$ cat src/rtl/h264recon_pkg.sv
// h264recon_pkg: shared constants, row type and clip helper for the 4x4 reconstruction stage.
package h264recon_pkg;

  localparam int unsigned PIX_W   = 8;
  localparam int unsigned LANES   = 4;
  localparam int unsigned ERR_W   = 2;
  localparam int unsigned ERR_OVF = 0;
  localparam int unsigned ERR_UDF = 1;
  localparam int unsigned CLIP_W  = 16;

  // One row of four 8-bit pixels, lane0 in the low byte.
  typedef logic [LANES-1:0][PIX_W-1:0] pix_row_t;

  // Saturate a signed sample to the 0..255 pixel range.
  function automatic logic [PIX_W-1:0] clip8(input logic signed [31:0] v);
    logic [PIX_W-1:0] r;
    r = v[PIX_W-1:0];
    if (v < 0) begin
      r = '0;
    end else if (v > 32'sd255) begin
      r = '1;
    end
    return r;
  endfunction

endpackage

$ cat src/rtl/h264recon4x4_if.sv
// h264recon4x4_if: base/residual input and reconstructed output bundle of the recon stage.
interface h264recon4x4_if
  import h264recon_pkg::*;
#(
  parameter int unsigned BDEPTH = 16,
  parameter int unsigned RESW   = 10
);

  localparam int unsigned LW = $clog2(BDEPTH) + 1;

  logic                    NEWSLICE;
  logic                    BSTROBEI;
  pix_row_t                BASEI;
  logic                    STROBEI;
  logic [LANES*RESW-1:0]   DATAI;
  logic                    BREADY;
  logic [LW-1:0]           BLEVEL;
  logic                    FBSTROBE;
  pix_row_t                FEEDB;
  logic                    BLKDONE;
  logic [ERR_W-1:0]        ERR;
  logic [CLIP_W-1:0]       CLIPCNT;

  // Upstream side: drives base rows and residuals, observes the result.
  modport master (
    output NEWSLICE, BSTROBEI, BASEI, STROBEI, DATAI,
    input  BREADY, BLEVEL, FBSTROBE, FEEDB, BLKDONE, ERR, CLIPCNT
  );

  // Reconstruction stage side.
  modport slave (
    input  NEWSLICE, BSTROBEI, BASEI, STROBEI, DATAI,
    output BREADY, BLEVEL, FBSTROBE, FEEDB, BLKDONE, ERR, CLIPCNT
  );

endinterface

$ cat src/rtl/h264recon_fifo.sv
// h264recon_fifo: synchronous row FIFO with occupancy, flush and overflow/underflow detect.
module h264recon_fifo #(
  parameter int unsigned DEPTH = 16,
  parameter int unsigned WIDTH = 32
) (
  input  logic                     CLK,
  input  logic                     RESET,
  input  logic                     clr,
  input  logic                     push,
  input  logic                     pop,
  input  logic [WIDTH-1:0]         wdata,
  output logic [WIDTH-1:0]         rdata_c,
  output logic [$clog2(DEPTH):0]   level,
  output logic [$clog2(DEPTH):0]   level_nxt_c,
  output logic                     pop_ok_c,
  output logic                     ovf_c,
  output logic                     udf_c
);

  localparam int unsigned AW = $clog2(DEPTH);
  localparam int unsigned LW = AW + 1;

  logic [WIDTH-1:0] mem [DEPTH];
  logic [AW-1:0]    wr_ptr;
  logic [AW-1:0]    rd_ptr;
  logic             full_c;
  logic             empty_c;
  logic             push_ok_c;

  // Accept/reject decisions; a flush suppresses both directions.
  always_comb begin
    full_c    = (level == LW'(DEPTH));
    empty_c   = (level == '0);
    push_ok_c = push && !clr && !full_c;
    pop_ok_c  = pop  && !clr && !empty_c;
    ovf_c     = push && !clr && full_c;
    udf_c     = pop  && !clr && empty_c;
    rdata_c   = mem[rd_ptr];
  end

  // Occupancy after this edge.
  always_comb begin
    level_nxt_c = level;
    if (clr) begin
      level_nxt_c = '0;
    end else begin
      case ({push_ok_c, pop_ok_c})
        2'b10:   level_nxt_c = level + LW'(1);
        2'b01:   level_nxt_c = level - LW'(1);
        default: level_nxt_c = level;
      endcase
    end
  end

  // Pointer and level registers; pointers wrap naturally at the power-of-two depth.
  always_ff @(posedge CLK or posedge RESET) begin
    if (RESET) begin
      wr_ptr <= '0;
      rd_ptr <= '0;
      level  <= '0;
    end else begin
      level <= level_nxt_c;
      if (clr) begin
        wr_ptr <= '0;
        rd_ptr <= '0;
      end else begin
        if (push_ok_c) wr_ptr <= wr_ptr + AW'(1);
        if (pop_ok_c)  rd_ptr <= rd_ptr + AW'(1);
      end
    end
  end

  // Row storage; contents are don't-care until written.
  always_ff @(posedge CLK) begin
    if (push_ok_c) mem[wr_ptr] <= wdata;
  end

endmodule

$ cat src/rtl/h264recon4x4.sv
// h264recon4x4: buffers predicted rows, adds residual rows, clips and returns reconstructed rows.
// Optional clip statistics: define H264RECON_CLIPSTAT_EN to build the CLIPCNT counter.
module h264recon4x4
  import h264recon_pkg::*;
#(
  parameter int unsigned BDEPTH = 16,
  parameter int unsigned RESW   = 10
) (
  input  logic           CLK,
  input  logic           RESET,
  h264recon4x4_if.slave  bus
);

  localparam int unsigned LW = $clog2(BDEPTH) + 1;
  localparam int unsigned SW = RESW + 2;

  logic [LANES*PIX_W-1:0] rdata_c;
  pix_row_t               base_c;
  logic [LW-1:0]          level_nxt_c;
  logic                   pop_ok_c;
  logic                   ovf_c;
  logic                   udf_c;
  logic signed [SW-1:0]   sum_c [LANES];
  pix_row_t               recon_c;
  logic [ERR_W-1:0]       err_set_c;
  logic [1:0]             row_cnt;

  h264recon_fifo #(
    .DEPTH (BDEPTH),
    .WIDTH (LANES*PIX_W)
  ) u_fifo (
    .CLK         (CLK),
    .RESET       (RESET),
    .clr         (bus.NEWSLICE),
    .push        (bus.BSTROBEI),
    .pop         (bus.STROBEI),
    .wdata       (bus.BASEI),
    .rdata_c     (rdata_c),
    .level       (bus.BLEVEL),
    .level_nxt_c (level_nxt_c),
    .pop_ok_c    (pop_ok_c),
    .ovf_c       (ovf_c),
    .udf_c       (udf_c)
  );

  assign base_c = rdata_c;

  // Per-lane base + sign-extended residual, then clip to the pixel range.
  always_comb begin
    recon_c = '0;
    for (int i = 0; i < LANES; i++) begin
      sum_c[i] = $signed({{(SW-PIX_W){1'b0}}, base_c[i]})
               + $signed({{2{bus.DATAI[i*RESW + RESW-1]}}, bus.DATAI[i*RESW +: RESW]});
      recon_c[i] = clip8(32'(sum_c[i]));
    end
    err_set_c          = '0;
    err_set_c[ERR_OVF] = ovf_c;
    err_set_c[ERR_UDF] = udf_c;
  end

  // Output row, block marker, sticky errors, row counter and headroom flag.
  always_ff @(posedge CLK or posedge RESET) begin
    if (RESET) begin
      bus.FBSTROBE <= 1'b0;
      bus.FEEDB    <= '0;
      bus.BLKDONE  <= 1'b0;
      bus.ERR      <= '0;
      bus.BREADY   <= 1'b1;
      row_cnt      <= '0;
    end else begin
      bus.FBSTROBE <= pop_ok_c;
      bus.BLKDONE  <= pop_ok_c && (row_cnt == 2'd3);
      bus.BREADY   <= (level_nxt_c <= LW'(BDEPTH - 4));
      if (pop_ok_c) bus.FEEDB <= recon_c;
      if (bus.NEWSLICE) begin
        bus.ERR <= '0;
        row_cnt <= '0;
      end else begin
        bus.ERR <= bus.ERR | err_set_c;
        if (pop_ok_c) row_cnt <= row_cnt + 2'd1;
      end
    end
  end

`ifdef H264RECON_CLIPSTAT_EN
  logic [2:0]        sat_cnt_c;
  logic [CLIP_W:0]   clip_sum_c;

  // Count lanes whose sum left 0..255.
  always_comb begin
    sat_cnt_c = '0;
    for (int i = 0; i < LANES; i++) begin
      sat_cnt_c = sat_cnt_c + 3'(sum_c[i][SW-1] || (|sum_c[i][SW-2:PIX_W]));
    end
    clip_sum_c = (CLIP_W+1)'(bus.CLIPCNT) + (CLIP_W+1)'(sat_cnt_c);
  end

  // Saturating clip statistics counter.
  always_ff @(posedge CLK or posedge RESET) begin
    if (RESET) begin
      bus.CLIPCNT <= '0;
    end else if (bus.NEWSLICE) begin
      bus.CLIPCNT <= '0;
    end else if (pop_ok_c) begin
      bus.CLIPCNT <= clip_sum_c[CLIP_W] ? '1 : clip_sum_c[CLIP_W-1:0];
    end
  end
`else
  assign bus.CLIPCNT = '0;
`endif

endmodule

$ cat src/flat_wrapper.sv
// flat-port wrapper written by rule: the top's interface ports become plain ports
module h264recon4x4_flat import h264recon_pkg::*;
#(
  parameter int unsigned BDEPTH = 16,
  parameter int unsigned RESW   = 10
)
  (CLK, RESET, bus_NEWSLICE, bus_BSTROBEI, bus_BASEI, bus_STROBEI, bus_DATAI, bus_BREADY, bus_BLEVEL, bus_FBSTROBE, bus_FEEDB, bus_BLKDONE, bus_ERR, bus_CLIPCNT);
  h264recon4x4_if #(.BDEPTH(BDEPTH), .RESW(RESW)) bus_i ();
  input  logic CLK;
  input  logic RESET;
  input wire logic [$bits(bus_i.NEWSLICE)-1:0] bus_NEWSLICE;
  input wire logic [$bits(bus_i.BSTROBEI)-1:0] bus_BSTROBEI;
  input wire logic [$bits(bus_i.BASEI)-1:0] bus_BASEI;
  input wire logic [$bits(bus_i.STROBEI)-1:0] bus_STROBEI;
  input wire logic [$bits(bus_i.DATAI)-1:0] bus_DATAI;
  output wire logic [$bits(bus_i.BREADY)-1:0] bus_BREADY;
  output wire logic [$bits(bus_i.BLEVEL)-1:0] bus_BLEVEL;
  output wire logic [$bits(bus_i.FBSTROBE)-1:0] bus_FBSTROBE;
  output wire logic [$bits(bus_i.FEEDB)-1:0] bus_FEEDB;
  output wire logic [$bits(bus_i.BLKDONE)-1:0] bus_BLKDONE;
  output wire logic [$bits(bus_i.ERR)-1:0] bus_ERR;
  output wire logic [$bits(bus_i.CLIPCNT)-1:0] bus_CLIPCNT;
  assign bus_i.NEWSLICE = bus_NEWSLICE;
  assign bus_i.BSTROBEI = bus_BSTROBEI;
  assign bus_i.BASEI = bus_BASEI;
  assign bus_i.STROBEI = bus_STROBEI;
  assign bus_i.DATAI = bus_DATAI;
  assign bus_BREADY = bus_i.BREADY;
  assign bus_BLEVEL = bus_i.BLEVEL;
  assign bus_FBSTROBE = bus_i.FBSTROBE;
  assign bus_FEEDB = bus_i.FEEDB;
  assign bus_BLKDONE = bus_i.BLKDONE;
  assign bus_ERR = bus_i.ERR;
  assign bus_CLIPCNT = bus_i.CLIPCNT;
  h264recon4x4 #(.BDEPTH(BDEPTH), .RESW(RESW)) u_core (.CLK(CLK), .RESET(RESET), .bus(bus_i));
endmodule
$ cat config.mk
export PLATFORM = sky130hd
export DESIGN_NAME = h264recon4x4_flat
export DESIGN_NICKNAME = d
export VERILOG_FILES = /design/src/rtl/h264recon_pkg.sv /design/src/rtl/h264recon4x4_if.sv /design/src/rtl/h264recon_fifo.sv /design/src/rtl/h264recon4x4.sv /design/src/flat_wrapper.sv
export SDC_FILE = /design/constraint.sdc
export NUM_CORES = 1
export LEC_CHECK = 0
export BUFFER_PORTS_ARGS = -buffer_cell sky130_fd_sc_hd__clkbuf_2
export CAP_MARGIN = 20
export CORE_MARGIN = 2
export CORE_UTILIZATION = 40
export DETAILED_ROUTE_END_ITERATION = 10
export PLACE_DENSITY_LB_ADDON = 0.05
export SLEW_MARGIN = 10
export SYNTH_ARGS = -nofsm -noshare
export SYNTH_HDL_FRONTEND = slang
export SYNTH_HIERARCHICAL = 1
export SYNTH_SLANG_ARGS = --single-unit
$ cat constraint.sdc
create_clock -name CLK -period 8 [get_ports CLK]
set_input_delay 0.8 -clock CLK [delete_from_list [all_inputs] [get_ports CLK]]
set_output_delay 0.8 -clock CLK [all_outputs]
set_load 0.1 [all_outputs]
==> reports/metrics.yaml <==
crit_path_start_kind: "flop"
root_buffer: "clkbuf_16"
worstSetupPathType: "flop to flop"
hold_class: "primary input to async pin"
worstPathArrival_ns: 4.99
fp.dieH_um: 246
grt_use_total_pct: 18.9
vdd_ir_drop_max_mv: 0.233
initial_utilization_pct: 40.6
ff2ff_setup_slack_ns: 3.47
clkTransAtPathRegs_ns: 0.06
syn_area_per_cell_um2: 18.1
synth_seq_cells: 564
dp_hpwl_um: 28700
fmax_mhz: 221
clock_path_buffers: 3
grt_pass1_wl_um: 83800
leakage_nw: 9.13
ant_nets: 0
wl_um: 55800
grt_max_degree: 106
diodes: 0
die_area_um2: 60700
drcViolationCount: 0
ys.flop_type: "edfxtp_1"
maxCapViolations: 0
crit_top_cell: "o21ai_1"
ys_warn_count: 6
h-tree-depth: 2
slowest_stage: "dfrtp_4"
die_w_um: 246
cts_buffers: 60
utilization_pct: 46.6
cts_tree: "built"
synth_edf_count: 512
end_kind: "flop"
relSlewSlack_pct: 36.2
async_flop_share_pct: 9.22
post_cts_buffers: 0
crit_fanout: 105
period_share_pct: 56.6
clk_latency_ns: 0.62
synth_area_leaders: "edfxtp_1 65%, mux4_2 12%, dfrtp_1 5.4%, ha_1 2.2%, a22oi_1 2.0%"
ctsHoldBuffers: 0
power.density_nw_per_um2: 305
setup_viol: 0
wirelength_met1_um: 25500
worst_pin_slew_ns: 0.956
cpPeakStageDelay_ns: 0.78
syn-cell-area_um2: 23500
n_fill_cell: 5030
crit_required_ns: 8.46
hold_viol: 0
drtIter0Drc: 720
crit_path_cell_trace: "buf_12 -> mux4_2 -> a22oi_1 -> nand2_1 -> ha_1 -> a211oi_2 -> nor2_1 -> o21ai_1 -> o21ai_1 -> or4_4 -> nand4_4 -> o221ai_1"
yosysTopAreaCell: "edfxtp_1"
synth_cells: 1300
synth_cell_type_count: 64
num_vias: 12300
wl_per_cell_um: 24.7
rows: 88
io_pins: 135
cts_num_sinks: 564
rsz0062_at_grt: "no"
io_buffers: 118
top_layer: "met5"
drive_above_1_share_pct: 27.1
syn2layout_area_growth_pct: 14.8
core_um2: 57900
timing.final.crit_period_ns: 4.53
status: "completed"
globalplace.congestion: 0.767
synthDominantCellAreaShare_pct: 65.4
synth-seq-area-share_pct: 71.0
grt_pass1_vias: 12800
antenna_found_initial: 3
wl_met3_um: 2580
post_cts_resize_count: 0
timing.setup.tns_ns: 0
drtPass1Iterations: 4
via_per_inst: 5.43
fin_worst_skew_ns: 0.0211
drv_slew: 0
grt_overflow: 0
final_nets: 1567
wl_met2_um: 26900
metrics by stage:
step / instances / hold WS [ns] / power (mW) / instance area (um2) / worst slack [ns]
4_1_cts: 2258 / 0.205 / 8.34 / 27000 / 3.38
5_1_grt: 2259 / 0.232 / 8.59 / 27000 / 3.04
3_5_place_dp: 2147 / 0.488 / 5.59 / 25000 / 3.41
6_report: 2259 / 0.210 / 8.22 / 27000 / 3.47
3_3_place_gp: 2147 / 0.478 / 5.57 / 25000 / 3.46
2_1_floorplan: 1315 / 0.490 / 5.16 / 23600 / 3.64
kinds of logic after synthesis:
family                     after synthesis  synth area share [%]
muxes                                  134                  12.5
adders and majority gates               45                  2.52
buffers and inverters                  121                  2.35
DFF                                    564                  71.0
other                                    1                0.0160
and+or+nand+nor                        211                  4.54
AOI/OAI and AO/OA                      195                  5.99
xor gates and xnor gates                29                  1.08
cells in the mapped netlist, types with 3 or more instances:
cell type,count
a211oi_1,5
a21oi_1,33
xnor2_1,15
o32ai_1,7
o21a_1,5
a22oi_1,64
nor2b_1,25
and2_1,5
fa_1,4
a311o_1,5
o211ai_1,3
nand3_1,8
o221ai_1,12
buf_2,15
nand2_1,70
o21ai_2,3
a31o_2,4
or2_2,4
xor2_1,14
edfxtp_1,512
buf_1,7
o21ai_1,5
a21o_1,6
mux4_2,128
nor3_1,27
ha_1,41
a31oi_1,7
nor2_1,39
o21ai_0,17
buf_4,17
or4_4,3
clkbuf_1,34
dfrtp_1,51
nand2b_1,15
inv_1,46
mux2i_1,5
flip-flops by register name, indices dropped and copies added (netlist names), 2 cells and up:
signal                flops
u_core/u_fifo/rd_ptr      4
u_core/u_fifo/mem       512
u_core/u_fifo/level       5
u_core/row_cnt            2
u_core/bus.FEEDB         32
u_core/bus.ERR            2
u_core/u_fifo/wr_ptr      4
worst paths after layout:
path,startpoint,end,cells past startpoint
worst max-delay path,u_core/u_fifo/rd_ptr[0],u_core/bus.FEEDB[18],12
worst min-delay path,RESET,u_core/bus.FBSTROBE,2
worst max register to register,u_core/u_fifo/rd_ptr[0],u_core/bus.FEEDB[18],12
worst min register to register,u_core/bus.ERR[1],u_core/bus.ERR[1],2
max in group asynchronous,RESET,u_core/bus.FEEDB[11],3
min in group CLK,u_core/bus.ERR[1],u_core/bus.ERR[1],2
placed cells by master (no fill, tap or decap), types with 4 or more instances in the layout:
cell and count:
a22oi_1 64, o21ai_1 5, a311o_1 5, o32ai_1 7
ha_1 41, and2_1 4, a31o_2 4, xor2_1 14
clkinv_1 15, clkbuf_2 118, fa_1 4, nor3_1 11
or2_2 4, o21ai_0 17, a211oi_1 5, a21oi_1 33
clkinv_2 8, nor3_2 16, inv_1 45, conb_1 16
mux4_2 128, edfxtp_1 512, xnor2_1 15, nor2_1 37
clkbuf_16 60, nand3_1 8, a31oi_1 7, nand2_1 70
buf_4 23, nor2b_1 23, clkbuf_1 13, bufinv_16 6
dfrtp_1 49, o21a_1 5, a21o_1 6, nand2b_1 15
mux2i_1 5, o221ai_1 12
final cells by class:
class	instances	area [um2]	share of cell area (%)
clock inverter	38	370	1.37
clock buffer	73	1550	5.75
inverter	46	173	0.640
sequential	564	16700	61.9
multi-input combinational	630	6430	23.9
tap	765	957	3.55
timing repair buffer	143	803	2.98
where the power goes:
group | total, mW | switching [mW] | internal, mW
Combinational | 2.03 | 1.40 | 0.624
Clock | 2.72 | 1.15 | 1.57
Sequential | 3.48 | 0.116 | 3.37
Total | 8.22 | 2.66 | 5.56
routing by layer:
layer | track usage [%] | vias to the layer above
li1 | - | 5503
met1 | 26.2 | 6436
met2 | 31.1 | 252
met3 | 3.53 | 74
met4 | 3.97 | 6
met5 | 0 | -
critical path: cells and delay by family, from the launching register on:
| kind | cells | cell delay (ns) |
|---|---|---|
| adders and majority gates | 1 | 0.35 |
| buffers and inverters | 1 | 0.73 |
| muxes | 1 | 0.59 |
| AOI/OAI and AO/OA | 5 | 0.93 |
| and+or+nand+nor | 4 | 0.87 |
| DFF | 1 | 0.78 |
Note: power is estimated with default switching activity, not from simulation.
